===== src/rtl/mem_if_pkg.sv =====
// Shared definitions for the cache-miss memory port arbiter: default widths,
// arbiter FSM encoding and the port identifiers used as grant IDs.
package mem_if_pkg;

   localparam int MEM_ADDR_W = 16;
   localparam int MEM_LINE_W = 128;

   typedef enum logic [1:0] {
      ST_IDLE = 2'd0,
      ST_BUSY = 2'd1,
      ST_DONE = 2'd2
   } arb_state_t;

   localparam logic PORT_IC = 1'b0;
   localparam logic PORT_DC = 1'b1;

endpackage


===== src/rtl/rr_arb2.sv =====
// Two-way round-robin choice: a lone requester always wins; on contention the
// port that did not win last time is picked.
module rr_arb2
   import mem_if_pkg::*;
(
   input  logic req_ic,
   input  logic req_dc,
   input  logic last_grant,
   output logic gnt_valid,
   output logic gnt_id
);

   always_comb begin
      gnt_valid = req_ic | req_dc;
      gnt_id    = PORT_IC;
      if (req_ic && req_dc) begin
         gnt_id = ~last_grant;
      end else if (req_dc) begin
         gnt_id = PORT_DC;
      end
   end

endmodule


===== src/rtl/mem_port_arbiter.sv =====
// Funnels the I-cache and D-cache miss ports onto one line-wide memory port,
// one transaction at a time, and raises a sticky ERR when memory stays silent.
module mem_port_arbiter
   import mem_if_pkg::*;
#(
   parameter int ADDR_W  = MEM_ADDR_W,
   parameter int LINE_W  = MEM_LINE_W,
   parameter int TIMEOUT = 255
) (
   input  logic              CLK,
   input  logic              RST,
   input  logic              IC_EN,
   input  logic              IC_WR,
   input  logic [ADDR_W-1:0] IC_A,
   input  logic [LINE_W-1:0] IC_WRITE_DATA,
   output logic [LINE_W-1:0] IC_READ_DATA,
   output logic              IC_R,
   input  logic              DC_EN,
   input  logic              DC_WR,
   input  logic [ADDR_W-1:0] DC_A,
   input  logic [LINE_W-1:0] DC_WRITE_DATA,
   output logic [LINE_W-1:0] DC_READ_DATA,
   output logic              DC_R,
   output logic              MEM_EN,
   output logic              MEM_WR,
   output logic [ADDR_W-1:0] MEM_A,
   output logic [LINE_W-1:0] MEM_WRITE_DATA,
   input  logic [LINE_W-1:0] MEM_READ_DATA,
   input  logic              MEM_R,
   output logic              ERR,
   output logic [1:0]        DBG_STATE
);

   // Handshake: a requester raises EN with WR/A/WRITE_DATA and holds them until
   // its one-cycle R; memory sees MEM_EN held until its one-cycle MEM_R.
   localparam logic [7:0] TO_MAX = 8'(TIMEOUT);

   arb_state_t        state_q, state_d;
   logic              last_q, last_d;
   logic              mem_en_q, mem_en_d;
   logic              mem_wr_q, mem_wr_d;
   logic [ADDR_W-1:0] mem_a_q, mem_a_d;
   logic [LINE_W-1:0] mem_wd_q, mem_wd_d;
   logic [LINE_W-1:0] ic_rd_q, ic_rd_d;
   logic [LINE_W-1:0] dc_rd_q, dc_rd_d;
   logic              ic_r_q, ic_r_d;
   logic              dc_r_q, dc_r_d;
   logic [7:0]        cnt_q, cnt_d;
   logic              err_q, err_d;
   logic              gnt_valid;
   logic              gnt_id;

   rr_arb2 u_rr (
      .req_ic     (IC_EN),
      .req_dc     (DC_EN),
      .last_grant (last_q),
      .gnt_valid  (gnt_valid),
      .gnt_id     (gnt_id)
   );

   always_comb begin
      state_d  = state_q;
      last_d   = last_q;
      mem_en_d = mem_en_q;
      mem_wr_d = mem_wr_q;
      mem_a_d  = mem_a_q;
      mem_wd_d = mem_wd_q;
      ic_rd_d  = ic_rd_q;
      dc_rd_d  = dc_rd_q;
      ic_r_d   = 1'b0;
      dc_r_d   = 1'b0;
      cnt_d    = cnt_q;
      err_d    = err_q;
      case (state_q)
         ST_IDLE: begin
            if (gnt_valid) begin
               mem_en_d = 1'b1;
               mem_wr_d = (gnt_id == PORT_DC) ? DC_WR : IC_WR;
               mem_a_d  = (gnt_id == PORT_DC) ? DC_A : IC_A;
               mem_wd_d = (gnt_id == PORT_DC) ? DC_WRITE_DATA : IC_WRITE_DATA;
               last_d   = gnt_id;
               cnt_d    = 8'd0;
               state_d  = ST_BUSY;
            end
         end
         ST_BUSY: begin
            if (MEM_R) begin
               mem_en_d = 1'b0;
               state_d  = ST_DONE;
               ic_r_d   = (last_q == PORT_IC);
               dc_r_d   = (last_q == PORT_DC);
               if (!mem_wr_q && last_q == PORT_IC) ic_rd_d = MEM_READ_DATA;
               if (!mem_wr_q && last_q == PORT_DC) dc_rd_d = MEM_READ_DATA;
            end else if (cnt_q != TO_MAX) begin
               // Saturating wait counter; ERR latches as it reaches the limit.
               cnt_d = cnt_q + 8'd1;
               if (cnt_d == TO_MAX) err_d = 1'b1;
            end
         end
         ST_DONE: begin
            state_d = ST_IDLE;
         end
         default: begin
            state_d = ST_IDLE;
         end
      endcase
   end

   always_ff @(posedge CLK) begin
      if (RST) begin
         state_q  <= ST_IDLE;
         last_q   <= PORT_IC;
         mem_en_q <= 1'b0;
         mem_wr_q <= 1'b0;
         mem_a_q  <= '0;
         mem_wd_q <= '0;
         ic_rd_q  <= '0;
         dc_rd_q  <= '0;
         ic_r_q   <= 1'b0;
         dc_r_q   <= 1'b0;
         cnt_q    <= 8'd0;
         err_q    <= 1'b0;
      end else begin
         state_q  <= state_d;
         last_q   <= last_d;
         mem_en_q <= mem_en_d;
         mem_wr_q <= mem_wr_d;
         mem_a_q  <= mem_a_d;
         mem_wd_q <= mem_wd_d;
         ic_rd_q  <= ic_rd_d;
         dc_rd_q  <= dc_rd_d;
         ic_r_q   <= ic_r_d;
         dc_r_q   <= dc_r_d;
         cnt_q    <= cnt_d;
         err_q    <= err_d;
      end
   end

   assign IC_READ_DATA   = ic_rd_q;
   assign DC_READ_DATA   = dc_rd_q;
   assign IC_R           = ic_r_q;
   assign DC_R           = dc_r_q;
   assign MEM_EN         = mem_en_q;
   assign MEM_WR         = mem_wr_q;
   assign MEM_A          = mem_a_q;
   assign MEM_WRITE_DATA = mem_wd_q;
   assign ERR            = err_q;
   assign DBG_STATE      = state_q;

endmodule

===== config.mk =====
export PLATFORM = sky130hd
export DESIGN_NAME = mem_port_arbiter
export DESIGN_NICKNAME = d
export VERILOG_FILES = /design/src/rtl/mem_if_pkg.sv /design/src/rtl/rr_arb2.sv /design/src/rtl/mem_port_arbiter.sv
export SDC_FILE = /design/constraint.sdc
export NUM_CORES = 1
export LEC_CHECK = 0
export CAP_MARGIN = 25
export CORE_AREA = 2 2 321 323
export DETAILED_ROUTE_END_ITERATION = 7
export DIE_AREA = 0 0 323 325
export RECOVER_POWER = 25
export SLEW_MARGIN = 20
export SYNTH_ARGS = -nofsm -noshare
export SYNTH_HDL_FRONTEND = slang
export SYNTH_SLANG_ARGS = --single-unit

===== constraint.sdc =====
create_clock -name CLK -period 3.1 [get_ports CLK]
set_input_delay 0.465 -clock CLK [delete_from_list [all_inputs] [get_ports CLK]]
set_output_delay 0.465 -clock CLK [all_outputs]
set_load 0.01 [all_outputs]

Yosys cells after proc, flatten, opt, wreduce, memory -nomap -nowiden

Cells that the tools add are included.

Input port bits: 423
RAM bits: 0
Memories kept: 0
Register bits: 416
Output and inout port bits: 407
Latch bits: 0
Bits in read-only memories: 0

Reduce and logical (&&, ||, !) cells: 14
Magnitude comparators: 0
Shift-type cells: 0
Divide/modulo/power cells: 0
Add/sub/neg operators: 1
Bitwise operators: 4
Equal/unequal tests: 7
Multiply operators: 0
Multiplexer cells: 15

Operators by type and width:

| operator                                                        | count |
|---|---|
| 128-bit 2-to-1 mux                                              | 1 |
| 8-bit 2-to-1 mux                                                | 3 |
| 16-bit 2-to-1 mux                                               | 1 |
| 8-bit one-hot mux with 2 select lines                           | 1 |
| 3-bit AND reduction                                             | 3 |
| 8-bit by 1-bit adder with 8-bit output, second input constant   | 1 |
| 8-bit == test, second input constant                            | 1 |
| 2-bit != test, second input constant                            | 4 |
| 8-bit != test, second input constant                            | 1 |
| 4-bit AND reduction                                             | 2 |
| 1-bit 2-to-1 mux                                                | 5 |
| 2-bit 2-to-1 mux                                                | 2 |
| 2-bit one-hot mux with 2 select lines                           | 1 |
| 2-bit AND reduction                                             | 2 |
| 1-bit logical AND                                               | 3 |
| 1-bit inverter                                                  | 3 |
| 3-bit OR reduction                                              | 1 |
| 2-bit by 1-bit == test with 1-bit output, second input constant | 1 |
| 2-bit zero test                                                 | 1 |
| 1-bit one-hot mux with 2 select lines                           | 1 |
| 2-bit nonzero test                                              | 1 |
| 1-bit zero test                                                 | 1 |
| 1-bit OR                                                        | 1 |

Logic depth before layout (Yosys ltp)

Depth in word-level cells: 4
Mapped depth: 6

By module

From an unflattened synthesis, not the netlist that was laid out.

Cell total of the unflattened synthesis: 1843
Area total of the unflattened synthesis: 15761.4 um2

By module, submodules not included:

| module           | area each (um2) | instances | cells each |
|---|---|---|---|
| mem_port_arbiter | 15747.6         | 1         | 1841 |
| rr_arb2          | 13.8            | 1         | 2 |

Worst setup path after synthesis

Ideal clock, no wire load.

Path kind: flip-flop to flip-flop
Start point: register state_q[0] (netlist: DBG_STATE[0])
End point: register dc_rd_q[107] (netlist: DC_READ_DATA[107])
Buffers on the path: 2
Arrival: 1.545 ns
Stages on the path, launching flop included: 7
Slack: 1.423 ns
Clock period less this slack: 1.677 ns
Setup time: 0.132 ns
Data required time: 2.968 ns
Cells stage by stage: dfxtp_1 nand3b_4 or3b_2 buf_2 buf_2 nand2_1 a21oi_1

Word-level cells in the longest chain between the ends: 2

RTL lines:

| item                                     | line                    | text |
|---|---|---|
| start: declaration                       | mem_port_arbiter.sv:38  | `arb_state_t state_q, state_d;` |
| start signal: assignment                 | mem_port_arbiter.sv:124 | `state_q <= state_d;` |
| 2-bit by 1-bit == test with 1-bit output | mem_port_arbiter.sv:74  | `case (state_q)` |
| 3-bit AND reduction (no line)            | n/a                     |  |
| end signal: assignment                   | mem_port_arbiter.sv:131 | `dc_rd_q <= dc_rd_d;` |
| end: declaration                         | mem_port_arbiter.sv:45  | `logic [LINE_W-1:0] dc_rd_q, dc_rd_d;` |

Every way passes these cells.
A chain may end at the register's enable or synchronous reset.

Worst setup path after layout

Start point: register last_q
End point: register mem_wd_q[120] (netlist: MEM_WRITE_DATA[120])

Word-level cells in the longest chain between the ends: 3

RTL lines:

| item                     | line                    | text |
|---|---|---|
| start: declaration       | mem_port_arbiter.sv:39  | `logic last_q, last_d;` |
| start signal: assignment | mem_port_arbiter.sv:125 | `last_q <= last_d;` |
| 1-bit inverter           | rr_arb2.sv:17           | `gnt_id = ~last_grant;` |
| 1-bit 2-to-1 mux         | rr_arb2.sv:16           | `if (req_ic && req_dc) begin` |
| 128-bit 2-to-1 mux       | mem_port_arbiter.sv:80  | `mem_wd_d = (gnt_id == PORT_DC) ? DC_WRITE_DATA : IC_WRITE_DATA;` |
| end signal: assignment   | mem_port_arbiter.sv:129 | `mem_wd_q <= mem_wd_d;` |
| end: declaration         | mem_port_arbiter.sv:43  | `logic [LINE_W-1:0] mem_wd_q, mem_wd_d;` |

Every way passes these cells.

==> results.sh <==
export IMPL_total_power_mw=14.8
export IMPL_tns_ns=0
export IMPL_cts_resized=0
export IMPL_post_cts_setup_buffers=0
export IMPL_area_delta_synth_final_pct=72.5
export IMPL_ir_drop_v=0.000324
export IMPL_core_area_um2=101000
export IMPL_wl_per_cell_um=18.8
export IMPL_placed_area_um2=25700
export IMPL_remaining_drc_errors=0
export IMPL_drt_total_wl_um=75900
export IMPL_synth_top_area_cell="dfxtp_1"
export IMPL_clockRootBuffer="clkbuf_16"
export IMPL_grt_use_total=0.138
export IMPL_p_per_area_nw_per_um2=539
export IMPL_cts_sinks=416
export IMPL_fin_crit_sh=0.847
export IMPL_p_leak_nw=9.74
export IMPL_vias_per_cell=3.92
export IMPL_criticalPathCategory="flop to flop"
export IMPL_netlist_area_um2=15900
export IMPL_clkTransAtPathRegs_ns=0.06
export IMPL_stdcell_count=4035
export IMPL_fin_nets=3053
export IMPL_holdBufCountCts=0
export IMPL_dp_hpwl_um=59600
export IMPL_cts_buffers=49
export IMPL_worst_pin_slew_ns=0.807
export IMPL_synthFlopType="dfxtp_1"
export IMPL_yosys_top_cells_count="nand2_1, dfxtp_1, a21oi_1"
export IMPL_grt_max_degree=129
export IMPL_yosysMostFrequentCell="nand2_1"
export IMPL_die_area_um2=105000
export IMPL_fin_crit_ns=2.63
export IMPL_ant_nets=0
export IMPL_run_status="completed"
export IMPL_rsz0062_at_grt="no"
export IMPL_drt_iter0_drc=836
export IMPL_grt_pass1_vias=14960
export IMPL_clock_path_buffers=3
export IMPL_rows=117
export IMPL_port_buffers=829
export IMPL_gp_congestion=0.851
export IMPL_startpoint_type="flop"
export IMPL_worst_skew_pair_late_latency_ns=0.61
export IMPL_end_kind="flop"
export IMPL_synth_cell_type_count=42
export IMPL_design_area_um2=27400
export IMPL_hp_class="input port to flop"
export IMPL_drive_gt1_frac=0.0473
export IMPL_ys_warn_count=0
export IMPL_first_pass_iters=5
export IMPL_max_freq_mhz=381
export IMPL_setup_viol_count_final=0
export IMPL_antenna_found_initial=15
export IMPL_num_vias=15808
export IMPL_syn_num_nets=2280
export IMPL_drv_slew=0
export IMPL_dp_cells=3945
export IMPL_die_h_um=325
export IMPL_synth_edf_count=0
export IMPL_finalHoldViolCount=0
export IMPL_path_max_fanout=43
export IMPL_finClkSkew_ns=0.0133
export IMPL_cts_tree="yes"
export IMPL_synth_area_per_cell_um2=8.56
export IMPL_synth_seq_area_share=0.525
export IMPL_ys_ff_latch=416
export IMPL_async_reset_ff_frac=0
export IMPL_io_pins=830
export IMPL_syn_instance_count=1855
export IMPL_slew_headroom=0.462
export IMPL_h_tree_depth=2
export IMPL_synth_area_top_cells="dfxtp_1, nand2_1, mux2i_1"
export IMPL_synth_top_area_share=0.525
export IMPL_worstPathRequired_ns=3.55
export IMPL_overflow=0
export IMPL_holdWs_ns=0.383
export IMPL_die_w_um=323
export IMPL_drv_cap=0
export IMPL_cp_data_arrival_time_ns=3.08
export IMPL_start_util=0.157
export IMPL_grt_pass1_wl_um=107000
[area by class of cell]
cell class	count	area, um2
clock inverters	22	322
fillers	11010	73900
inverters	3	11.3
well taps	1368	1710
diodes	1	2.50
multi-input cells	1283	6800
repair buffers	875	8790
clock buffers	67	1410
flip-flops and latches	416	8330
[cell usage in the layout, fill, tap and decap left out, types with 3 or more instances in the layout]
cell type and instances:
a211oi_1 145, a21oi_1 266, a31oi_1 4, buf_12 15
buf_4 18, bufinv_16 7, clkbuf_1 17, clkbuf_16 49
clkbuf_8 12, clkdlybuf4s50_1 772, clkinv_2 9, dfxtp_1 416
dlygate4sd3_1 56, inv_1 3, mux2i_1 145, nand2_1 519
nand3_1 8, nor2_1 152, nor3_1 3, nor4_1 3
o21ai_0 5
[power breakdown]
part	switching, mW	total, mW	leakage, nW	internal (mW)
Clock	2.43	6.21	0.858	3.78
Combinational	1.29	2.67	5.48	1.38
Sequential	0.217	5.89	3.40	5.67
Total	3.94	14.8	9.74	10.8
[registers in the layout, indices dropped and copies added (netlist names)]
register / cells
ERR: 1
MEM_WR: 1
DC_R: 1
DC_READ_DATA: 128
cnt_q: 8
DBG_STATE: 2
MEM_WRITE_DATA: 128
IC_R: 1
IC_READ_DATA: 128
MEM_EN: 1
MEM_A: 16
last_q: 1
[routing by layer]
layer,vias up,track usage,routed length [um]
li1,7853,-,-
met1,7267,0.164,31600
met3,95,0.0396,5690
met2,589,0.242,37100
met4,4,0.0296,1470
met5,-,0,27
[cell families after synthesis]
| kind of cell | Yosys count | synth area share |
|---|---|---|
| AND/OR/NAND/NOR | 704 | 0.173 |
| AO/OA/AOI/OAI | 431 | 0.161 |
| flip-flops | 416 | 0.525 |
| buffers and inverters | 156 | 0.0476 |
| multiplexers | 145 | 0.0914 |
| adder cells (fa/ha/maj) | 2 | 0.00158 |
| XOR/XNOR | 1 | 0.000552 |
[worst paths after layout]
kind / depth (start not counted) / slack [ns] / end / from
min reg2reg: 2 / 0.45 / IC_READ_DATA[70]$_SDFFE_PP0P_ / IC_READ_DATA[70]$_SDFFE_PP0P_
max: 6 / 0.47 / MEM_WRITE_DATA[120]$_SDFFE_PP0P_ / last_q$_SDFFE_PP0P_
max reg2reg: 6 / 0.47 / MEM_WRITE_DATA[120]$_SDFFE_PP0P_ / last_q$_SDFFE_PP0P_
min: 2 / 0.38 / IC_READ_DATA[15]$_SDFFE_PP0P_ / RST
[critical path, cell delays in order, from the launching register on]
cell and delay (ns):
dfxtp_1 0.45, clkbuf_1 0.25, a21boi_0 0.35, buf_12 0.22, clkbuf_4 0.64, mux2i_1 0.38, a211oi_1 0.11
[metrics by stage]
stage / utilization / setup slack [ns]
6_report: 0.270 / 0.473
5_1_grt: 0.270 / 0.353
4_1_cts: 0.271 / 0.486
3_5_place_dp: 0.254 / 0.269
3_3_place_gp: 0.254 / 0.280
2_1_floorplan: - / 1.42
Power figures use the tool's default switching activity.
